$ cat config.mk
export PLATFORM = sky130hd
export DESIGN_NAME = ps2_rx_fifo
export DESIGN_NICKNAME = d
export VERILOG_FILES = /design/src/rtl/ps2_pkg.sv /design/src/rtl/ps2_byte_fifo.sv /design/src/rtl/ps2_rx_fifo.sv
export SDC_FILE = /design/constraint.sdc
export NUM_CORES = 1
export LEC_CHECK = 0
export ABC_AREA = 1
export CAP_MARGIN = 10
export CELL_PAD_IN_SITES_DETAIL_PLACEMENT = 0
export CELL_PAD_IN_SITES_GLOBAL_PLACEMENT = 1
export CORE_MARGIN = 2
export CORE_UTILIZATION = 49
export CTS_CLUSTER_SIZE = 40
export DETAILED_ROUTE_END_ITERATION = 12
export GPL_ROUTABILITY_DRIVEN = 0
export PLACE_DENSITY = 0.92
export SLEW_MARGIN = 20
export SYNTH_ARGS = -nofsm -noshare
export SYNTH_HDL_FRONTEND = slang
export SYNTH_SLANG_ARGS = --single-unit
$ cat constraint.sdc
create_clock -name ck -period 13.5 [get_ports ck]
set_input_delay 3.375 -clock ck [delete_from_list [all_inputs] [get_ports ck]]
set_output_delay 3.375 -clock ck [all_outputs]
set_load 0.02 [all_outputs]
$ cat src/rtl/ps2_pkg.sv
// Shared definitions for the PS/2 receive path: FSM encoding, frame geometry
// and the odd-parity helper.
package ps2_pkg;
  typedef enum logic [1:0] {
    ST_IDLE  = 2'd0,
    ST_RECV  = 2'd1,
    ST_CHECK = 2'd2
  } ps2_state_e;

  localparam int FRAME_BITS         = 11;
  localparam int PS2_TIMEOUT_100MHZ = 20000;

  // Odd parity holds when data and parity bit together carry an odd number of ones.
  function automatic logic odd_parity_ok(input logic [7:0] data, input logic par);
    return ^{data, par};
  endfunction
endpackage

$ cat src/rtl/ps2_byte_fifo.sv
// First-word-fall-through byte FIFO; a push into a full FIFO only lands when a
// pop frees the slot in the same cycle, otherwise the byte is dropped.
module ps2_byte_fifo #(
  parameter int DEPTH = 8
) (
  input  logic                       ck,
  input  logic                       reset,
  input  logic                       push,
  input  logic [7:0]                 push_data,
  input  logic                       pop,
  output logic [7:0]                 head,
  output logic [$clog2(DEPTH+1)-1:0] level,
  output logic                       full,
  output logic                       empty,
  output logic                       drop
);
  localparam int AW = $clog2(DEPTH);
  localparam int LW = $clog2(DEPTH+1);

  logic [DEPTH-1:0][7:0] mem_q, mem_d;
  logic [AW-1:0]         wr_ptr_q, wr_ptr_d, rd_ptr_q, rd_ptr_d;
  logic [LW-1:0]         level_q, level_d;
  logic                  do_pop, do_push;

  assign empty   = (level_q == '0);
  assign full    = (level_q == LW'(DEPTH));
  assign do_pop  = pop && !empty;
  assign do_push = push && (!full || do_pop);
  assign drop    = push && full && !do_pop;
  assign head    = empty ? 8'h00 : mem_q[rd_ptr_q];
  assign level   = level_q;

  always_comb begin
    mem_d = mem_q;
    if (do_push) mem_d[wr_ptr_q] = push_data;
    wr_ptr_d = wr_ptr_q + AW'(do_push);
    rd_ptr_d = rd_ptr_q + AW'(do_pop);
    level_d  = level_q + LW'(do_push) - LW'(do_pop);
  end

  always_ff @(posedge ck or posedge reset) begin
    if (reset) begin
      mem_q    <= '0;
      wr_ptr_q <= '0;
      rd_ptr_q <= '0;
      level_q  <= '0;
    end else begin
      mem_q    <= mem_d;
      wr_ptr_q <= wr_ptr_d;
      rd_ptr_q <= rd_ptr_d;
      level_q  <= level_d;
    end
  end
endmodule

$ cat src/rtl/ps2_rx_fifo.sv
// PS/2 device-to-host receiver: synchronise and filter the pins, deframe and
// check 11-bit frames, queue good bytes and inhibit the device near full.
module ps2_rx_fifo
  import ps2_pkg::*;
#(
  parameter int FILT_LEN    = 8,
  parameter int TIMEOUT_CYC = PS2_TIMEOUT_100MHZ,
  parameter int DEPTH       = 8,
  parameter int INHIBIT_LVL = DEPTH - 1
) (
  input  logic                       ck,
  input  logic                       reset,
  input  logic                       ps2_clk_in,
  input  logic                       ps2_data_in,
  output logic                       ps2_clk_oe,
  input  logic                       rd_en,
  output logic                       rd_valid,
  output logic [7:0]                 rd_data,
  output logic [$clog2(DEPTH+1)-1:0] level,
  output logic                       busy,
  output logic                       err_parity,
  output logic                       err_frame,
  output logic                       err_timeout,
  output logic                       overflow,
  input  logic                       clr_err
);
  localparam int TW = $clog2(TIMEOUT_CYC + 1);
  localparam int LW = $clog2(DEPTH + 1);

  logic [1:0]  clk_sync_q, clk_sync_d, data_sync_q, data_sync_d;
  logic        filt_clk_q, filt_clk_d;
  logic [7:0]  filt_cnt_q, filt_cnt_d;
  logic        fall, data_s;
  ps2_state_e  state_q, state_d;
  logic [9:0]  shift_q, shift_d;
  logic [3:0]  bit_cnt_q, bit_cnt_d;
  logic [TW-1:0] timer_q, timer_d;
  logic        oe_q, oe_d;
  logic [3:0]  err_q, err_d, err_set;  // {overflow, timeout, frame, parity}
  logic        push, set_frame, set_parity, set_tout, timed_out, par_ok;
  logic        fifo_full, fifo_empty, fifo_drop;

  assign clk_sync_d  = {clk_sync_q[0], ps2_clk_in};
  assign data_sync_d = {data_sync_q[0], ps2_data_in};
  assign data_s      = data_sync_q[1];

  // The filtered clock only follows a level held for FILT_LEN straight samples.
  always_comb begin
    filt_clk_d = filt_clk_q;
    filt_cnt_d = '0;
    if (clk_sync_q[1] != filt_clk_q) begin
      if (filt_cnt_q == 8'(FILT_LEN - 1)) filt_clk_d = clk_sync_q[1];
      else                                filt_cnt_d = filt_cnt_q + 8'd1;
    end
  end
  assign fall = filt_clk_q && !filt_clk_d;

  assign timed_out = (timer_q == TW'(TIMEOUT_CYC));
  assign par_ok    = odd_parity_ok(shift_q[7:0], shift_q[8]);

  always_ff @(posedge ck or posedge reset) begin
    if (reset) state_q <= ST_IDLE;
    else       state_q <= state_d;
  end

  always_comb begin
    state_d = state_q;
    case (state_q)
      ST_IDLE:  if (fall && !data_s) state_d = ST_RECV;
      ST_RECV: begin
        if (fall) begin
          if (bit_cnt_q == 4'(FRAME_BITS - 1)) state_d = ST_CHECK;
        end else if (timed_out) begin
          state_d = ST_IDLE;
        end
      end
      ST_CHECK: state_d = ST_IDLE;
      default:  state_d = ST_IDLE;
    endcase
  end

  always_comb begin
    busy       = (state_q != ST_IDLE);
    set_frame  = ((state_q == ST_IDLE) && fall && data_s) ||
                 ((state_q == ST_CHECK) && !shift_q[9]);
    set_parity = (state_q == ST_CHECK) && !par_ok;
    set_tout   = (state_q == ST_RECV) && !fall && timed_out;
    push       = (state_q == ST_CHECK) && shift_q[9] && par_ok;
  end

  // Shifter fills from the top so D0 ends in bit 0 and the stop bit in bit 9.
  always_comb begin
    shift_d   = shift_q;
    bit_cnt_d = bit_cnt_q;
    timer_d   = timer_q;
    case (state_q)
      ST_IDLE: if (fall && !data_s) begin
        bit_cnt_d = 4'd1;
        timer_d   = '0;
      end
      ST_RECV: if (fall) begin
        shift_d   = {data_s, shift_q[9:1]};
        bit_cnt_d = bit_cnt_q + 4'd1;
        timer_d   = '0;
      end else begin
        timer_d   = timer_q + TW'(1);
      end
      default: ;
    endcase
  end

  always_comb begin
    err_set = {fifo_drop, set_tout, set_frame, set_parity};
    err_d   = err_set | (err_q & {4{~clr_err}});
    if (oe_q) oe_d = (level >= LW'(INHIBIT_LVL));
    else      oe_d = (state_q == ST_IDLE) && !fall && (level >= LW'(INHIBIT_LVL));
  end

  always_ff @(posedge ck or posedge reset) begin
    if (reset) begin
      clk_sync_q  <= 2'b11;
      data_sync_q <= 2'b11;
      filt_clk_q  <= 1'b1;
      filt_cnt_q  <= '0;
      shift_q     <= '0;
      bit_cnt_q   <= '0;
      timer_q     <= '0;
      oe_q        <= 1'b0;
      err_q       <= '0;
    end else begin
      clk_sync_q  <= clk_sync_d;
      data_sync_q <= data_sync_d;
      filt_clk_q  <= filt_clk_d;
      filt_cnt_q  <= filt_cnt_d;
      shift_q     <= shift_d;
      bit_cnt_q   <= bit_cnt_d;
      timer_q     <= timer_d;
      oe_q        <= oe_d;
      err_q       <= err_d;
    end
  end

  ps2_byte_fifo #(.DEPTH(DEPTH)) u_fifo (
    .ck        (ck),
    .reset     (reset),
    .push      (push),
    .push_data (shift_q[7:0]),
    .pop       (rd_en),
    .head      (rd_data),
    .level     (level),
    .full      (fifo_full),
    .empty     (fifo_empty),
    .drop      (fifo_drop)
  );

  assign rd_valid    = !fifo_empty;
  assign ps2_clk_oe  = oe_q;
  assign err_parity  = err_q[0];
  assign err_frame   = err_q[1];
  assign err_timeout = err_q[2];
  assign overflow    = err_q[3];
endmodule
==> metrics, run 1 <==
outcome=finished clean; 1st-pass router iterations=5; delay-heaviest family, CP=buffers and inverters; Avg WL per Cell=15.13 um; TNS Setup=0 ns; Worst Setup Path Type=flop to primary output; slowest stage delay, CP=between 0.9 and 1 ns; Overflow after GRT=0; top post-synthesis cells by area=dfrtp_1 (48%), nand2_1 (13%), nand3_1 (5.4%), o21ai_0 (5.3%), nor2_1 (5.0%); final setup violation count=0; M1 WL=roughly 6.9 mm; syn_area_per_cell=between 7 and 8 um2; Lkg Pwr=3.412 nW; worst hold path depth=0; final hold viol count=0; vias per cell=~5.4; area share of the largest cell type after synthesis=0.4791; Hold Buf Count CTS=0; R2R setup slack=10.52 ns; Top Layer Used=met4; initial antenna violation count=0; global-route wire length before repair=about 24 mm; Final WS setup=6.825 ns; crit-path cells=inv_1, o21ai_0, o22ai_1, o21ai_0, a31oi_1, clkdlybuf4s50_1; post-DP HPWL=just over 10 mm; leading area contributor after synthesis=dfrtp_1; gr usage total=0.2366; cell mode on critical path=o21ai_0; Startpoint Class=flop; crit path DAT=between 3 and 4 ns; WP buf/inv=2; Crit-path slowest cell=dfrtp_1; I/O Buffers=24; Final #Nets=808; critical path capture point type=primary output; fraction of power consumed by sequential logic=0.350; CTS H-tree depth=4; CTS sink count=approximately 120; Worst Hold Path EP=data_sync_q[1]; starting density of the core=0.5068; Met2 Wirelength=between 6 and 7 mm; EDFF count, synth=0; Clock transition at path regs=about 0.060 ns; DP Worst Slack=between 7 and 8 ns; layout cells sized above 1=0.06617; largest net degree at the start of global routing=68; CTS tree=done; P_sw=between 0.0003 and 0.0004 W; Worst EP required=10.12 ns; die width=approximately 120 um; Netlist cell types=40; die area=about 0.013 mm2; Max Fanout on Critical Path=34; post-route minimum period=roughly 6.7 ns; final period utilization=0.4944; Post-route DRC=0; crit path launch=u_fifo.rd_ptr_q[0]; # rows=40; Mapped Area=~0.0062 mm2; via count=around 5200; antenna fix cells=0; Comb power frac=0.253; Synth-to-Final Area Change=15.49%; cts bufs inserted=17; max frequency=149.8 MHz; Post-synth top flop=dfrtp_1; Cell Int Power=roughly 0.00084 W; vias in the first global route=around 4900; DIE HEIGHT=116.2 um; clock root cell=clkbuf_16; Pwr Density=170.1 mW/mm2; Worst VDD drop=0.1090 mV; worst reg-to-reg path cell count=13; Worst-Margin Slew=roughly 0.95 ns; I/O pin count=25; share of flip-flops with an asynchronous set or reset=1.000; Resized Gates After CTS=0; Pins Over Slew Limit=0; area of the core=0.01216 mm2; final WL=between 10 and 15 mm; Net Count, Synth=791; clk_lat worst skew=between 0.4 and 0.5 ns; hold crit path type=flop to flop; reg2reg end=u_fifo.mem_q[50]; initial drt markers=381; Sw Ratio=0.3070; sequential-to-total area share from yosys stat=0.5004; Levels on crit path=6; Antenna Nets Post-Route=0; met3 WL=around 900 um; Synthesis Warnings=0; Setup Buffers After CTS=0; RSZ-0062 raised after global routing=no; Power Total=between 0.001 and 0.0015 W; clock skew=between 0.01 and 0.015 ns; Hold Slack=roughly 0.35 ns; clock tree buffer depth=2; Synth Instances=771; r2r startpoint=shift_q[2]; MaxCap Viol Count=0; Hold Startpoint=data_sync_q[0]; FF+latch count, synth=roughly 120; Max-slew headroom=0.3671; Clock Power Share=0.397
[per-stage QoR]
step	util	cell area, um2	std cells
6_report	0.5853	7118	969
2_1_floorplan	-	6163	771
4_1_cts	0.5853	7118	969
3_5_place_dp	0.5341	6495	937
3_3_place_gp	0.5341	6495	937
5_1_grt	0.5853	7118	969
[power by group through the flow]
stage / Combinational, W / Sequential [W] / Clock [W]
after detailed placement: 0.000305 / 0.000429 / 0
after floorplan: 0.000208 / 0.000420 / 0
after CTS: 0.000307 / 0.000423 / 0.000486
final: 0.000307 / 0.000423 / 0.000481
after global placement: 0.000299 / 0.000427 / 0
after global routing: 0.000342 / 0.000429 / 0.000504
[cells by family after synthesis]
kind of cell             Yosys count  share of synthesized area
AND/OR/NAND/NOR                  403                     0.2753
buffers and inverters             96                    0.06415
XOR/XNOR                          15                    0.02131
AO/OA/AOI/OAI                    120                     0.1092
flip-flops                       123                     0.5004
adder cells (fa/ha/maj)           14                    0.02964
[metal layers]
| layer | up-vias | GRT usage |
|---|---|---|
| li1 | 2566 | - |
| met1 | 2474 | 0.3320 |
| met2 | 165 | 0.3587 |
| met3 | 14 | 0.06642 |
| met4 | 0 | 0.07698 |
| met5 | - | 0 |
[state kept, by name, summed over array words and instances (netlist names), 3 cells and up]
name             cells
shift_q             10
u_fifo.mem_q        64
err_q                4
u_fifo.rd_ptr_q      3
bit_cnt_q            4
u_fifo.level         4
timer_q             15
u_fifo.wr_ptr_q      3
filt_cnt_q           8
[synthesized netlist by cell type, types with 7 or more instances]
master    instances
nand3_1          67
o21ai_1          19
nand2_1         219
nor3_1           10
clkbuf_1         15
ha_1             13
nand4_1          10
o21ai_0          65
xor2_1           10
inv_2             7
nor2_1           82
o22ai_1           8
inv_1            57
dfrtp_1         118
a31oi_1           8
buf_2             7
a21oi_1           7
[worst max-delay path by stage]
stage                              end  slack [ns]
after global placement      rd_data[7]        7.49
after detailed placement    rd_data[6]        7.36
after global routing        rd_data[6]        6.48
after CTS                   rd_data[7]        6.88
final                       rd_data[7]        6.83
after floorplan           bit_cnt_q[0]        6.86
[area by class of cell]
class / count / area [um2]
fill: 1093 / 5044
sequential: 123 / 3084
multi-input combinational: 552 / 2684
clock buffer: 25 / 485.5
timing repair buffer: 27 / 262.8
inverter: 67 / 254.0
tap: 168 / 210.2
clock inverter: 7 / 137.6
[layout by cell type (no fill, tap or decap), types with 2 or more instances in the layout]
| master | netlist | layout |
|---|---|---|
| nand3_1 | 67 | 67 |
| or2_2 | 3 | 3 |
| clkinv_2 | 0 | 2 |
| clkbuf_16 | 0 | 17 |
| dfstp_2 | 5 | 5 |
| o2111ai_1 | 2 | 2 |
| xnor2_1 | 5 | 5 |
| xor2_1 | 10 | 10 |
| clkbuf_8 | 0 | 3 |
| nor2_1 | 82 | 82 |
| inv_1 | 57 | 56 |
| nor3_1 | 10 | 10 |
| clkbuf_1 | 15 | 5 |
| nor4_1 | 4 | 4 |
| o22ai_1 | 8 | 8 |
| dfrtp_1 | 118 | 118 |
| nand2_2 | 3 | 3 |
| o21ai_1 | 19 | 19 |
| o31ai_1 | 5 | 5 |
| buf_4 | 5 | 3 |
| inv_2 | 7 | 7 |
| bufinv_16 | 0 | 4 |
| a31oi_1 | 8 | 8 |
| a21oi_1 | 7 | 7 |
| nand2_1 | 219 | 219 |
| nand4_1 | 10 | 10 |
| ha_1 | 13 | 13 |
| o21ai_0 | 65 | 65 |
| clkinv_1 | 3 | 3 |
| clkdlybuf4s50_1 | 0 | 24 |
No activity file was read; power rests on OpenSTA's default activity.
==> run 2, diff against run 1 <==
--- a/config.mk
+++ b/config.mk
@@ -10,11 +10,11 @@
 export CELL_PAD_IN_SITES_DETAIL_PLACEMENT = 0
 export CELL_PAD_IN_SITES_GLOBAL_PLACEMENT = 1
 export CORE_MARGIN = 2
-export CORE_UTILIZATION = 49
+export CORE_UTILIZATION = 41
 export CTS_CLUSTER_SIZE = 40
 export DETAILED_ROUTE_END_ITERATION = 12
 export GPL_ROUTABILITY_DRIVEN = 0
-export PLACE_DENSITY = 0.92
+export PLACE_DENSITY = 0.83
 export SLEW_MARGIN = 20
 export SYNTH_ARGS = -nofsm -noshare
 export SYNTH_HDL_FRONTEND = slang
==> constraint.sdc (replaced) <==
create_clock -name ck -period 6.12 [get_ports ck]
set_input_delay 1.53 -clock ck [delete_from_list [all_inputs] [get_ports ck]]
set_output_delay 1.53 -clock ck [all_outputs]
set_load 0.02 [all_outputs]
==> run 2 against run 1 <==
Combinational power increased by 120%; utilization shrank 10 points; worst hold slack improved by 0.0015 ns; largest power group unchanged.
==> metrics, run 2 (same netlist as run 1, synthesis figures left out) <==
largest net degree at the start of global routing=70; Worst-Margin Slew=around 0.9 ns; M1 WL=7.182 mm; Pins Over Slew Limit=0; worst hold path depth=0; Top Layer Used=met4; area of the core=about 0.015 mm2; I/O Buffers=24; layout cells sized above 1=0.06858; crit path DAT=around 3.2 ns; met3 WL=between 800 and 900 um; post-DP HPWL=10.84 mm; Max Fanout on Critical Path=34; most common cell after layout, fill and taps aside=nand2_1; fill count=1387; Pwr Density=between 300 and 400 mW/mm2; Clock Power Share=0.367; Worst EP required=4.59 ns; I/O pin count=25; Startpoint Class=flop; outcome=finished clean; global-route wire length before repair=approximately 26 mm; post-layout util=0.4846; final period utilization=0.7701; Antenna Nets Post-Route=0; # rows=44; Lkg Pwr=around 3.4 nW; TNS Setup=0 ns; CTS tree=done; initial antenna violation count=0; Overflow after GRT=0; Largest Register=u_fifo.mem_q; most frequent cells in the layout=nand2_1 (219), dfrtp_1 (118), nor2_1 (82); DIE HEIGHT=126.6 um; clk_lat worst skew=0.42 ns; CTS sink count=between 100 and 150; die area=0.01603 mm2; antenna fix cells=0; max frequency=212.2 MHz; Clock transition at path regs=around 0.06 ns; 1st-pass router iterations=6; Max-slew headroom=0.3793; Top Registers=u_fifo.mem_q: 64 flops, timer_q: 15 flops, shift_q: 10 flops; RSZ-0062 raised after global routing=no; R2R setup slack=about 3.1 ns; via count=5314; Worst VDD drop=around 0.23 mV; final WL=around 16 mm; fraction of power consumed by sequential logic=0.364; initial drt markers=approximately 540; MaxCap Viol Count=0; clock root cell=clkbuf_16; CTS H-tree depth=4; starting density of the core=0.4225; Sw Ratio=0.3336; Hold Buf Count CTS=0; Worst Setup Path Type=flop to primary output; vias in the first global route=5198; vias per cell=5.389; Setup Buffers After CTS=0; Resized Gates After CTS=0; Final #Nets=approximately 810; Cell Int Power=approximately 0.0017 W; worst reg-to-reg path cell count=13; Post-route DRC=0; clock tree buffer depth=2; cts bufs inserted=17; final hold viol count=0; clock skew=0.007743 ns; Comb power frac=0.268; final setup violation count=0; Avg WL per Cell=16.00 um; Met2 Wirelength=7.394 mm; P_sw=approximately 0.00086 W; gr usage total=0.2050; die width=126.6 um; hold crit path type=flop to flop; Largest register FFs=64; post-route minimum period=around 4.7 ns; Synth-to-Final Area Change=14.70%; critical path capture point type=primary output
==> run 2: path summary, 6_finish.rpt <==
| kind | start | to |
|---|---|---|
| setup / recovery | u_fifo.rd_ptr_q[0] | rd_data[0] |
| hold / removal | clk_sync_q[0] | clk_sync_q[1] |
| setup reg to reg | shift_q[2] | u_fifo.mem_q[54] |
| hold reg to reg | clk_sync_q[0] | clk_sync_q[1] |
| max in group asynchronous | reset | u_fifo.rd_ptr_q[1] |
| min in group asynchronous | reset | timer_q[10] |
==> run 2: through the flow <==
stage / cells / hold WS (ns) / instance area, um2 / setup slack (ns) / total power, W
6_report: 986 / 0.3556 / 7069 / 1.407 / 0.002563
5_1_grt: 986 / 0.3585 / 7069 / 1.087 / 0.002698
4_1_cts: 986 / 0.3579 / 7069 / 1.463 / 0.002573
3_3_place_gp: 954 / 0.3462 / 6523 / 2.021 / 0.001606
3_5_place_dp: 954 / 0.3488 / 6523 / 1.912 / 0.001626
2_1_floorplan: 771 / 0.3452 / 6163 / 1.327 / 0.001386
==> run 2: critical path, stage by stage, from the launching register on <==
cell and delay, ns:
dfrtp_1 0.92, inv_1 0.61, o21ai_0 0.34, o22ai_1 0.09, o21ai_0 0.17, a31oi_1 0.07
clkdlybuf4s50_1 0.57
==> run 2: final cells by class <==
class | count | area [um2] | share of cell area
Sequential cell | 123 | 3084 | 0.4363
Multi-Input combinational cell | 552 | 2684 | 0.3796
Clock buffer | 22 | 454.2 | 0.06425
Timing Repair Buffer | 28 | 270.3 | 0.03823
Inverter | 67 | 254.0 | 0.03593
Tap cell | 184 | 230.2 | 0.03257
Clock inverter | 10 | 92.59 | 0.01310
==> run 2: power groups by stage <==
stage	Sequential (W)	Combinational, W	Clock [W]
finish	0.000934	0.000688	0.000942
global route	0.000944	0.000762	0.000992
CTS	0.000933	0.000684	0.000956
detailed placement	0.000947	0.000679	0
global placement	0.000942	0.000664	0
floorplan	0.000927	0.000458	0
==> run 2: per-layer routing <==
| metal | vias up | track usage |
|---|---|---|
| met1 | 2545 | 0.2759 |
| li1 | 2556 | - |
| met5 | - | 0 |
| met2 | 181 | 0.3253 |
| met4 | 0 | 0.06852 |
| met3 | 32 | 0.05146 |
==> run 3, diff against run 2 <==
--- a/config.mk
+++ b/config.mk
@@ -10,11 +10,11 @@
 export CELL_PAD_IN_SITES_DETAIL_PLACEMENT = 0
 export CELL_PAD_IN_SITES_GLOBAL_PLACEMENT = 1
 export CORE_MARGIN = 2
-export CORE_UTILIZATION = 41
+export CORE_UTILIZATION = 46
 export CTS_CLUSTER_SIZE = 40
 export DETAILED_ROUTE_END_ITERATION = 12
 export GPL_ROUTABILITY_DRIVEN = 0
-export PLACE_DENSITY = 0.83
+export PLACE_DENSITY = 0.88
 export SLEW_MARGIN = 20
 export SYNTH_ARGS = -nofsm -noshare
 export SYNTH_HDL_FRONTEND = slang
==> constraint.sdc (replaced) <==
create_clock -name ck -period 4.85 [get_ports ck]
set_input_delay 1.2125 -clock ck [delete_from_list [all_inputs] [get_ports ck]]
set_output_delay 1.2125 -clock ck [all_outputs]
set_load 0.02 [all_outputs]
==> run 3 against run 2 <==
Worst hold slack barely moved; first-iteration DRC count increased by 2.8%; die area decreased by 11%; final area up 1.1%; total power up 32%; critical path depth did not move; global-route usage up 2.2 points; utilization increased by 5.9 points; sequential share of layout area decreased by 0.47 points; largest power group unchanged; highest routed layer unchanged.
==> metrics, run 3 (same netlist as run 1, synthesis figures left out) <==
max frequency=approximately 260 MHz; Hold Slack=0.3553 ns; Crit-path slowest cell=clkdlybuf4s50_1; Largest Register=u_fifo.mem_q; initial drt markers=554; Comb power frac=0.268; crit-path cells=inv_1, o21ai_0, o22ai_1, o21ai_0, a31oi_1, clkdlybuf4s50_1; r2r startpoint=shift_q[4]; fill count=between 1000 and 1500; TNS Setup=0 ns; Clock Power Share=0.392; most frequent cells in the layout=nand2_1 (219), dfrtp_1 (118), nor2_1 (82); Pwr Density=roughly 470 mW/mm2; Max Fanout on Critical Path=18; WP buf/inv=2; antenna fix cells=0; final setup violation count=0; gr usage total=0.2268; Avg WL per Cell=approximately 16 um; clk_lat worst skew=0.42 ns; Setup Buffers After CTS=0; FF+latch area=just over 0.003 mm2; clock skew=~0.007 ns; Worst VDD drop=~0.25 mV; CTS H-tree depth=4; Largest register FFs=64; Worst Setup Path Type=flop to primary output; Max-slew headroom=0.3377; Top Registers=u_fifo.mem_q: 64 flops, timer_q: 15 flops, shift_q: 10 flops; delay-heaviest family, CP=buffers and inverters; post-DP HPWL=10.33 mm; RSZ-0062 raised after global routing=no; R2R setup slack=about 1.8 ns; Hold Buf Count CTS=0; cts bufs inserted=17; Synth-to-Final Area Change=15.94%; worst hold path depth=0; area of the core=between 0.01 and 0.015 mm2; initial antenna violation count=0; starting density of the core=0.4691; # rows=42; hold crit path type=flop to flop; via count=approximately 5400; CTS tree=done; 1st-pass router iterations=6; Startpoint Class=flop; clock root cell=clkbuf_16; MaxCap Viol Count=0; die width=around 120 um; I/O Buffers=24; Worst Hold Path EP=clk_sync_q[1]; Worst EP required=roughly 3.6 ns; Hold Startpoint=clk_sync_q[0]; Cell Int Power=around 0.0023 W; Clock transition at path regs=about 0.060 ns; slowest stage delay, CP=~0.65 ns; largest net degree at the start of global routing=78; P_sw=~0.0011 W; Levels on crit path=6; final period utilization=0.8082; critical path capture point type=primary output; DIE HEIGHT=119.8 um; fraction of power consumed by sequential logic=0.340; Post-route DRC=0; worst reg-to-reg path cell count=13; final hold viol count=0; final WL=15.45 mm; footprint of the multi-input gates=0.002684 mm2; I/O pin count=25; outcome=finished clean; reg2reg end=u_fifo.mem_q[52]; die area=0.01434 mm2; vias in the first global route=5095; vias per cell=roughly 5.5; Worst-Margin Slew=a little under 1 ns; Overflow after GRT=0; Sw Ratio=0.3179; Lkg Pwr=3.429 nW; Antenna Nets Post-Route=0; global-route wire length before repair=~25 mm; cell mode on critical path=o21ai_0; crit path DAT=~2.7 ns; layout cells sized above 1=0.07357; Resized Gates After CTS=0; clock tree buffer depth=2; CTS sink count=around 120; most common cell after layout, fill and taps aside=nand2_1; Final #Nets=809; post-route minimum period=just under 4 ns; Pins Over Slew Limit=0
[run 3: cell count changes in the layout (fill, tap and decap cells not counted), sizes merged]
cell	change
clkinv	+3
bufinv	+2
clkinvlp	-3
clkbuf	-1
inv	-1
[run 3: metrics by stage]
stage	instances	util	worst slack [ns]	total power [W]	area [um2]
CTS	978	0.5439	1.001	0.003382	7146
global placement	946	0.4967	1.180	0.002049	6525
global route	978	0.5439	0.7704	0.003534	7146
finish	978	0.5439	0.9302	0.003378	7146
detailed placement	946	0.4967	1.124	0.002055	6525
floorplan	771	-	0.3749	0.001748	6163
[run 3: per-layer routing]
layer / GRT usage / vias up / routed length (um)
li1: - / 2560 / -
met1: 0.3181 / 2611 / 7045
met2: 0.3421 / 206 / 7059
met3: 0.05656 / 36 / 976
met4: 0.08309 / 0 / 365
met5: 0 / - / 0
[run 3: power by group through the flow]
| stage | clock network [W] | registers, W | logic [W] |
|---|---|---|---|
| 4_1_cts | 0.00134 | 0.00115 | 0.000900 |
| 6_report | 0.00132 | 0.00115 | 0.000906 |
| 3_3_place_gp | 0 | 0.00116 | 0.000889 |
| 3_5_place_dp | 0 | 0.00116 | 0.000893 |
| 2_1_floorplan | 0 | 0.00117 | 0.000578 |
| 5_1_grt | 0.00138 | 0.00116 | 0.000997 |
[run 3: worst reg2reg max path, cell delays in order, from the launching register on]
cell and delay (ns):
dfrtp_1 0.69, inv_2 0.14, nand2_1 0.09, nand2_1 0.09, nand2_1 0.08, nand2_1 0.06, nand2_1 0.08, nand3_1 0.14
a21boi_4 0.26, nand2_4 0.13, nor2_4 0.55, nand2_1 0.42, nand2_1 0.16, nand2_1 0.06
[run 3: layout make-up]
| cell class | instances | area share |
|---|---|---|
| timing repair buffer | 28 | 0.03957 |
| multi-input combinational | 552 | 0.3756 |
| clock inverter | 11 | 0.01961 |
| clock buffer | 21 | 0.06724 |
| sequential | 123 | 0.4316 |
| tap | 176 | 0.03082 |
| inverter | 67 | 0.03555 |
[run 3: how the worst max path moves through the flow]
| stage | start | to | slack [ns] |
|---|---|---|---|
| 2_1_floorplan | reset | bit_cnt_q[0] | 0.37 |
| 3_3_place_gp | rd_en | u_fifo.mem_q[52] | 1.18 |
| 3_5_place_dp | rd_en | u_fifo.mem_q[50] | 1.12 |
| 4_1_cts | u_fifo.rd_ptr_q[1] | rd_data[0] | 1.00 |
| 5_1_grt | u_fifo.rd_ptr_q[1] | rd_data[0] | 0.77 |
| 6_report | u_fifo.rd_ptr_q[1] | rd_data[0] | 0.93 |
